$ cat config.mk
export PLATFORM = sky130hd
export DESIGN_NAME = bt_debounce
export DESIGN_NICKNAME = d
export VERILOG_FILES = /design/src/rtl/bt_debounce_pkg.sv /design/src/rtl/bt_debounce_if.sv /design/src/rtl/bt_sync.sv /design/src/rtl/bt_debounce.sv
export SDC_FILE = /design/constraint.sdc
export NUM_CORES = 1
export LEC_CHECK = 0
export CAP_MARGIN = 5
export CORE_MARGIN = 5
export CORE_UTILIZATION = 45
export CTS_CLUSTER_DIAMETER = 60
export DETAILED_ROUTE_END_ITERATION = 6
export PLACE_DENSITY_LB_ADDON = 0.08
export SLEW_MARGIN = 20
export SYNTH_ARGS = -nofsm -noshare
export SYNTH_HDL_FRONTEND = slang
export SYNTH_SLANG_ARGS = --single-unit
$ cat constraint.sdc
create_clock -name CLOCK_50 -period 2.6 [get_ports CLOCK_50]
set_input_delay 0.26 -clock CLOCK_50 [delete_from_list [all_inputs] [get_ports CLOCK_50]]
set_output_delay 0.26 -clock CLOCK_50 [all_outputs]
set_load 0.005 [all_outputs]
$ cat src/rtl/bt_debounce_pkg.sv
// Shared state encodings and default timing constants for board pushbutton inputs.
// Other board-input blocks import this package to stay consistent with bt_debounce.
package bt_debounce_pkg;

  localparam int unsigned CNT_W = 25;

  localparam int unsigned DEF_DEBOUNCE_CYCLES = 1000000;   // 20 ms at 50 MHz
  localparam int unsigned DEF_REPEAT_DELAY    = 25000000;
  localparam int unsigned DEF_REPEAT_PERIOD   = 5000000;

  typedef enum logic [1:0] {
    ST_IDLE         = 2'd0,
    ST_PRESS_WAIT   = 2'd1,
    ST_HELD         = 2'd2,
    ST_RELEASE_WAIT = 2'd3
  } bt_state_t;

  // Compare value for a count of n cycles when the count starts at 'back' below n.
  function automatic logic [CNT_W-1:0] cnt_lim(input int unsigned n, input int unsigned back);
    return CNT_W'(n - back);
  endfunction

endpackage

$ cat src/rtl/bt_debounce_if.sv
// Raw/synchronized pushbutton pair between the synchronizer and its consumer.
interface bt_debounce_if;
  logic btn_raw;
  logic btn_sync;

  modport master (input btn_raw, output btn_sync);
  modport slave  (output btn_raw, input btn_sync);
endinterface

$ cat src/rtl/bt_sync.sv
// Two-flop synchronizer for the asynchronous pushbutton input.
module bt_sync (
  input  logic          i_clk,
  input  logic          i_rst,
  bt_debounce_if.master sif
);

  logic r_meta;
  logic r_sync;

  always_ff @(posedge i_clk or posedge i_rst) begin
    if (i_rst) begin
      r_meta <= 1'b0;
      r_sync <= 1'b0;
    end else begin
      r_meta <= sif.btn_raw;
      r_sync <= r_meta;
    end
  end

  assign sif.btn_sync = r_sync;

endmodule

$ cat src/rtl/bt_debounce.sv
// Pushbutton debouncer with one-cycle press strobe and optional auto-repeat.
// state         | meaning
// IDLE          | released, waiting for a press
// PRESS_WAIT    | press seen, counting stable-high cycles
// HELD          | accepted press, repeat timer running
// RELEASE_WAIT  | release seen, counting stable-low cycles; repeat timer frozen
module bt_debounce
  import bt_debounce_pkg::*;
#(
  parameter int unsigned DEBOUNCE_CYCLES = DEF_DEBOUNCE_CYCLES,
  parameter int unsigned REPEAT_DELAY    = DEF_REPEAT_DELAY,
  parameter int unsigned REPEAT_PERIOD   = DEF_REPEAT_PERIOD,
  parameter bit          REPEAT_EN       = 1'b1
) (
  input  logic         CLOCK_50,
  input  logic [17:17] V_SW,
  input  logic [3:3]   V_BT,
  output logic         G_BT_LVL,
  output logic         G_BT_PULSE,
  output logic [1:0]   G_BT_STATE
);

  // The cycle that leaves IDLE/HELD already counts as the first stable sample,
  // so the wait states finish DEBOUNCE_CYCLES-2 counts after clearing.
  localparam logic [CNT_W-1:0] STABLE_LIM = cnt_lim(DEBOUNCE_CYCLES, 2);
  localparam logic [CNT_W-1:0] DELAY_LIM  = cnt_lim(REPEAT_DELAY, 1);
  localparam logic [CNT_W-1:0] PERIOD_LIM = cnt_lim(REPEAT_PERIOD, 1);

  logic w_rst;
  logic w_sync;

  bt_state_t        r_state;
  logic [CNT_W-1:0] r_stab_cnt;
  logic [CNT_W-1:0] r_rpt_cnt;
  logic             r_rpt_armed;
  logic             r_lvl;
  logic             r_pulse;

  bt_debounce_if u_btn_if ();

  assign w_rst            = V_SW[17];
  assign u_btn_if.btn_raw = V_BT[3];
  assign w_sync           = u_btn_if.btn_sync;

  bt_sync u_sync (
    .i_clk (CLOCK_50),
    .i_rst (w_rst),
    .sif   (u_btn_if.master)
  );

  always_ff @(posedge CLOCK_50 or posedge w_rst) begin
    if (w_rst) begin
      r_state     <= ST_IDLE;
      r_stab_cnt  <= '0;
      r_rpt_cnt   <= '0;
      r_rpt_armed <= 1'b0;
      r_lvl       <= 1'b0;
      r_pulse     <= 1'b0;
    end else begin
      r_pulse <= 1'b0;
      case (r_state)
        ST_IDLE: begin
          r_rpt_cnt   <= '0;
          r_rpt_armed <= 1'b0;
          if (w_sync) begin
            r_state    <= ST_PRESS_WAIT;
            r_stab_cnt <= '0;
          end
        end
        ST_PRESS_WAIT: begin
          r_rpt_cnt   <= '0;
          r_rpt_armed <= 1'b0;
          if (!w_sync) begin
            r_state <= ST_IDLE;
          end else if (r_stab_cnt == STABLE_LIM) begin
            r_state <= ST_HELD;
            r_lvl   <= 1'b1;
            r_pulse <= 1'b1;
          end else begin
            r_stab_cnt <= r_stab_cnt + 1'b1;
          end
        end
        ST_HELD: begin
          if (!w_sync) begin
            r_state    <= ST_RELEASE_WAIT;
            r_stab_cnt <= '0;
          end else if (REPEAT_EN) begin
            // First repeat waits REPEAT_DELAY, later ones REPEAT_PERIOD.
            if (r_rpt_cnt == (r_rpt_armed ? PERIOD_LIM : DELAY_LIM)) begin
              r_pulse     <= 1'b1;
              r_rpt_cnt   <= '0;
              r_rpt_armed <= 1'b1;
            end else begin
              r_rpt_cnt <= r_rpt_cnt + 1'b1;
            end
          end
        end
        ST_RELEASE_WAIT: begin
          if (w_sync) begin
            r_state <= ST_HELD;
          end else if (r_stab_cnt == STABLE_LIM) begin
            r_state <= ST_IDLE;
            r_lvl   <= 1'b0;
          end else begin
            r_stab_cnt <= r_stab_cnt + 1'b1;
          end
        end
        default: r_state <= ST_IDLE;
      endcase
    end
  end

  assign G_BT_LVL   = r_lvl;
  assign G_BT_PULSE = r_pulse;
  assign G_BT_STATE = r_state;

endmodule
# Yosys cells after proc, flatten, opt, wreduce, memory -nomap -nowiden
# Cells that the tools add are included.
# W data, S select, Z words.
totals:
  output_inout_bits: 4
  in_bits: 3
  ff_bits: 57
  word_cells: 64
classes:
  mux: 30
  n_eq_ne: 15
  addsub: 2
  n_reduce_logical: 9
op_table:
  columns: ["operator", "n"]
  rows:
  - ["$mux W25", 8]
  - ["$pmux W25 S4", 1]
  - ["$add A25 B1 Y25 const B", 2]
  - ["$pmux W25 S2", 1]
  - ["$eq A25 B20 Y1 const B", 1]
  - ["$eq A25 B25 Y1", 1]
  - ["$mux W2", 6]
  - ["$mux W1", 10]
  - ["$ne A2 B2 Y1 const B", 5]
  - ["$pmux W2 S4", 1]
  - ["$reduce_and A4 Y1", 2]
  - ["$ne A2 B1 Y1 const B", 3]
  - ["$pmux W1 S2", 3]
  - ["$reduce_and A5 Y1", 1]
  - ["$eq A2 B2 Y1 const B", 2]
  - ["$reduce_bool A2 Y1", 2]
  - ["$ne A3 B2 Y1 const B", 1]
  - ["$ne A3 B3 Y1 const B", 1]
  - ["$reduce_and A3 Y1", 1]
  - ["$eq A2 B1 Y1 const B", 1]
  - ["$logic_not A2 Y1", 1]
  - ["$reduce_and A2 Y1", 1]
  - ["$reduce_or A2 Y1", 1]

# Depth between registers and ports, before layout
logic_depth:
  depth_word: 5
  ltp_mapped: 9
  ltp_nobuf: 7

# By module
# A second synthesis with hierarchy kept.
unflattened:
  hier_cells: 361
  area_unflattened_um2: 3340.7
modules_own_cells:
  columns: ["module", "area_per_inst_um2", "seq_area_each_um2", "cells_per_inst", "instances"]
  rows:
  - ["bt_debounce", 3286.9, 1376.3, 358, 1]
  - ["bt_sync", 53.8, 50.0, 3, 1]

# Worst setup path after synthesis
# OpenSTA, ideal clock, no wires.
synth_path:
  kind: "reg2reg"
  startpoint: "register r_state[0], in the netlist G_BT_STATE[0]"
  endpoint: "register r_rpt_cnt[20]"
  t_arrival_ns: 2.156
  setup_slack_ns: 0.366
  setup_time_ns: 0.077
  path_stages_with_launch: 9
  n_path_buf: 1
  path_cell_list: "dfrtp_1 -> inv_1 -> ha_1 -> buf_2 -> inv_1 -> o211ai_1 -> nor3_1 -> or3b_2 -> a21oi_1"
synth_via:
  elab_chain_len: 4
  elab_cells_between_ends: 8
  cone_classes: "eq/ne (3); mux (1); reduce/logical (4)"
synth_lines:
  columns: ["item", "line", "rtl"]
  rows:
  - ["from (decl)", "bt_debounce.sv:32", "bt_state_t r_state;"]
  - ["from (signal assigned)", "bt_debounce.sv:53", "r_state <= ST_IDLE;"]
  - ["from (signal assigned)", "bt_debounce.sv:66", "r_state <= ST_PRESS_WAIT;"]
  - ["from (signal assigned)", "bt_debounce.sv:74", "r_state <= ST_IDLE;"]
  - ["$eq A2 B1 Y1 / $logic_not A2 Y1 (equally long branches)", "bt_debounce.sv:61", "case (r_state)"]
  - ["$reduce_or A2 Y1 (no source line)", null, null]
  - ["$reduce_bool A2 Y1 (no source line)", null, null]
  - ["$reduce_and A2 Y1 (no source line)", null, null]
  - ["to (signal assigned)", "bt_debounce.sv:94", "r_rpt_cnt <= r_rpt_cnt + 1'b1;"]
  - ["to (decl)", "bt_debounce.sv:34", "logic [CNT_W-1:0] r_rpt_cnt;"]
# Parallel ways exist; a longest one is shown, timed or not.
# A chain may end at the register's enable or synchronous reset.

# Final worst setup path
layout_path:
  startpoint: "register r_rpt_cnt[8]"
  endpoint: "register r_rpt_armed"
layout_via:
  elab_chain_len: 3
layout_lines:
  columns: ["item", "line", "rtl"]
  rows:
  - ["$eq A25 B25 Y1", "bt_debounce.sv:89", "if (r_rpt_cnt == (r_rpt_armed ? PERIOD_LIM : DELAY_LIM)) begin"]
  - ["$ne A2 B2 Y1 (no source line)", null, null]
  - ["$reduce_and A3 Y1 (no source line)", null, null]
  - ["to (signal assigned)", "bt_debounce.sv:64", "r_rpt_armed <= 1'b0;"]
  - ["to (signal assigned)", "bt_debounce.sv:72", "r_rpt_armed <= 1'b0;"]
  - ["to (signal assigned)", "bt_debounce.sv:92", "r_rpt_armed <= 1'b1;"]
  - ["to (decl)", "bt_debounce.sv:35", "logic r_rpt_armed;"]
# No other way between the ends.

==> results.toml <==
[cells_and_area]
final_cells = 460
final_util_pct = 52.73
nets = 370
antenna_cells = 0
layout-drive-gt1-share_pct = 11.26
syn2layout_area_growth_pct = 14.11
num-fill-cells = 616
stdcell_area_sq_um = 3582

[power]
power.density_nw_per_um2 = 769.1
switchingPower_w = 0.0009664
switching_share_pct = 35.08
seqPwrFrac_pct = 37.8
p_clk_share_pct = 29.5
intPower_w = 0.001789
peakVddDrop_uv = 575.7
p_leak_nw = 1.456
p_comb_share_pct = 32.7

[clock_tree]
cts_tree = "built"
cts.path.max_buffers = 2
clk_pin_slew_ns = 0.07
cts_buffers = 9
postCtsSetupRepairBufs = 0
cts_root_buffer = "clkbuf_8"
cts_max_level = 3
numClockSinks = 57
hold_buffers = 0
insertion_delay_ns = 0.33
cts_resized = 0

[worst_setup_path]
end_kind = "flip-flop"
arrival_ns = 2.67
path_class = "reg2reg"
cp-start-kind = "flip-flop"
cpMaxStageDelayCell = "or4b_1"
crit_buf_inv = 1
path_cells = "or4b_1 -> or4_1 -> a2111o_1 -> a21oi_4 -> buf_4 -> o22a_2"
cp.required_ns = 2.88
crit_fanout = 12
critical-path-top-delay-family = "simple AND/OR/NAND/NOR gates"
critical-path-max-stage-delay_ns = 0.52

[synth]
syn_nets = 351
synth_ff_type = "dfrtp_1"
synthTopCellsByArea = "dfrtp_1, xnor2_1, nor2_1, nand2_1, ha_1"
yosys_warnings = 0
yosysTopAreaCell = "dfrtp_1"
synth_edf_count = 0
netlist_area_sq_um = 3139
synth-seq-cells = 57
synth_area_per_cell_sq_um = 9.233
synth.distinct_cells = 50
synth_seq_area_share_pct = 45.44
syn_inst = 340
async_flop_share_pct = 100.0
synth_top_area_share_pct = 45.44

[min_path]
hold_class = "in2async"

[timing]
hold_viol = 0
timing.fmax_mhz = 418.8
period_needed_ns = 2.388
clock_skew_ns = 0.006798
setup_viol = 0
fin_crit_sh_pct = 91.85
grt_setup_unrepaired = "false"
worst-slew-pin-transition_ns = 0.6559
slew_violations = 0
slew_headroom_pct = 55.98
setup_tns_ns = 0

[drt]
route.detailed.wl_per_inst_um = 14.32
drc_errors = 0
first_pass_iters = 4
drt_iter0_markers = 115
totalWireLength_um = 6585
num_vias = 2468
antenna_left = 0
vias_per_cell = 5.365

[placed_design]
placed_area_sq_um = 3387
dp_cells = 444
portBuffers = 6
place_hpwl_um = 4589
gp_congestion = 0.8562

[status]
status = "completed"

[global_route]
antenna_found_initial = 0
grt_overflow = 0
grt_pass1_wl_um = 11440
grt_use_total_pct = 16.64
grt_max_degree = 29
grt_pass1_vias = 2444

[floorplan]
io_pins = 7
fp.dieH_um = 93.53
fp.coreArea_sq_um = 6794
fp.dieW_um = 93.53
initial_core_util_pct = 46.21
fp-row-count = 30
fp.dieArea_sq_um = 8747

[flow_run]
drv_cap = 0
-- cell families (layout without fill, tap and decap cells) --
family	after synthesis	in the layout	share of synthesized area, %
AND/OR/NAND/NOR	161	161	26.98
flip-flops	57	57	45.44
AO/OA/AOI/OAI	55	55	11.84
XOR/XNOR	31	31	8.649
buffers and inverters	28	52	3.906
adder cells (fa/ha/maj)	8	8	3.189
-- cells in the mapped netlist, types with 2 or more instances --
cell type   n
nor4bb_1    2
and4_1      4
o2111ai_1   2
o31ai_1     4
buf_2       2
a22o_1      2
xnor2_1    23
dfrtp_1    57
o21ai_0    18
or2_2       2
clkbuf_1   10
nor3b_1     2
inv_1      14
nor4b_1     8
nand4_1    10
ha_1        8
and2_1      2
or3_1       8
a21oi_1    12
nor4_1      8
nor3_1     15
nor2_1     41
xor2_1      8
a21o_1      3
and3_1      5
nand2_1    29
nand3_1    17
buf_6       2
-- layout by cell type (no fill, tap or decap), types with 2 or more instances in the layout --
master and instances:
a21o_1 3, a21oi_1 12, a22o_1 2, and2_1 2
and3_1 5, and4_1 4, buf_4 15, clkbuf_8 10
clkdlybuf4s50_1 6, clkinv_2 4, dfrtp_1 57, ha_1 8
inv_1 13, nand2_1 29, nand3_1 17, nand4_1 10
nor2_1 41, nor3_1 14, nor3b_1 2, nor4_1 8
nor4b_1 8, nor4bb_1 2, o2111ai_1 2, o21ai_0 18
o31ai_1 4, or2_2 2, or3_1 8, xnor2_1 23
xor2_1 8
-- final cells by class --
class | count | area [sq um] | area share, %
tap | 96 | 120.1 | 3.353
inverter | 14 | 52.55 | 1.467
sequential | 57 | 1426 | 39.82
clock buffer | 10 | 137.6 | 3.842
multi-input combinational | 255 | 1595 | 44.53
timing repair buffer | 22 | 192.7 | 5.379
clock inverter | 6 | 57.56 | 1.607
-- stage by stage --
step | worst slack [ns] | power [W] | hold slack [ns]
2_1_floorplan | 0.3662 | 0.001648 | 0.2914
3_3_place_gp | 0.2636 | 0.001950 | 0.3401
3_5_place_dp | 0.2368 | 0.001967 | 0.3347
4_1_cts | 0.2100 | 0.002802 | 0.3310
5_1_grt | 0.1182 | 0.002949 | 0.3584
6_report | 0.2119 | 0.002755 | 0.3208
-- final timing paths --
check	startpoint	end	slack (ns)	cells past startpoint
min in group CLOCK_50	u_sync.r_meta$_DFF_PP0_	u_sync.sif.btn_sync$_DFF_PP0_	0.35	0
max in group asynchronous	V_SW	r_rpt_cnt[13]$_DFFE_PP0P_	1.63	3
max	r_rpt_cnt[8]$_DFFE_PP0P_	r_rpt_armed$_DFFE_PP0P_	0.21	6
min	V_SW	G_BT_LVL$_DFFE_PP0P_	0.32	2
min reg2reg	u_sync.r_meta$_DFF_PP0_	u_sync.sif.btn_sync$_DFF_PP0_	0.35	0
max reg2reg	r_rpt_cnt[8]$_DFFE_PP0P_	r_rpt_armed$_DFFE_PP0P_	0.21	6
-- metal layers --
| metal | up-vias | global-route usage [%] | part of all wire (%) |
|---|---|---|---|
| li1 | 1257 | - | - |
| met1 | 1177 | 21.34 | 48 |
| met2 | 28 | 26.09 | 48 |
| met3 | 6 | 5.632 | 2.5 |
| met4 | 0 | 5.861 | 1.1 |
| met5 | - | 0 | 0 |
-- sequential cells by signal, indices dropped and copies added, names as in the netlist, named ones only --
name,flops
G_BT_LVL,1
G_BT_PULSE,1
G_BT_STATE,1
r_rpt_armed,1
r_rpt_cnt,25
r_stab_cnt,25
u_sync.r_meta,1
u_sync.sif.btn_sync,1
-- power groups by stage --
stage               sequential [W]  combinational (W)  clock, W
floorplan                  0.00103           0.000617         0
global placement           0.00105           0.000897         0
detailed placement         0.00106           0.000912         0
CTS                        0.00104           0.000915  0.000848
global route               0.00105            0.00101  0.000886
finish                     0.00104           0.000901  0.000812
Note: power is estimated with default switching activity, not from simulation.
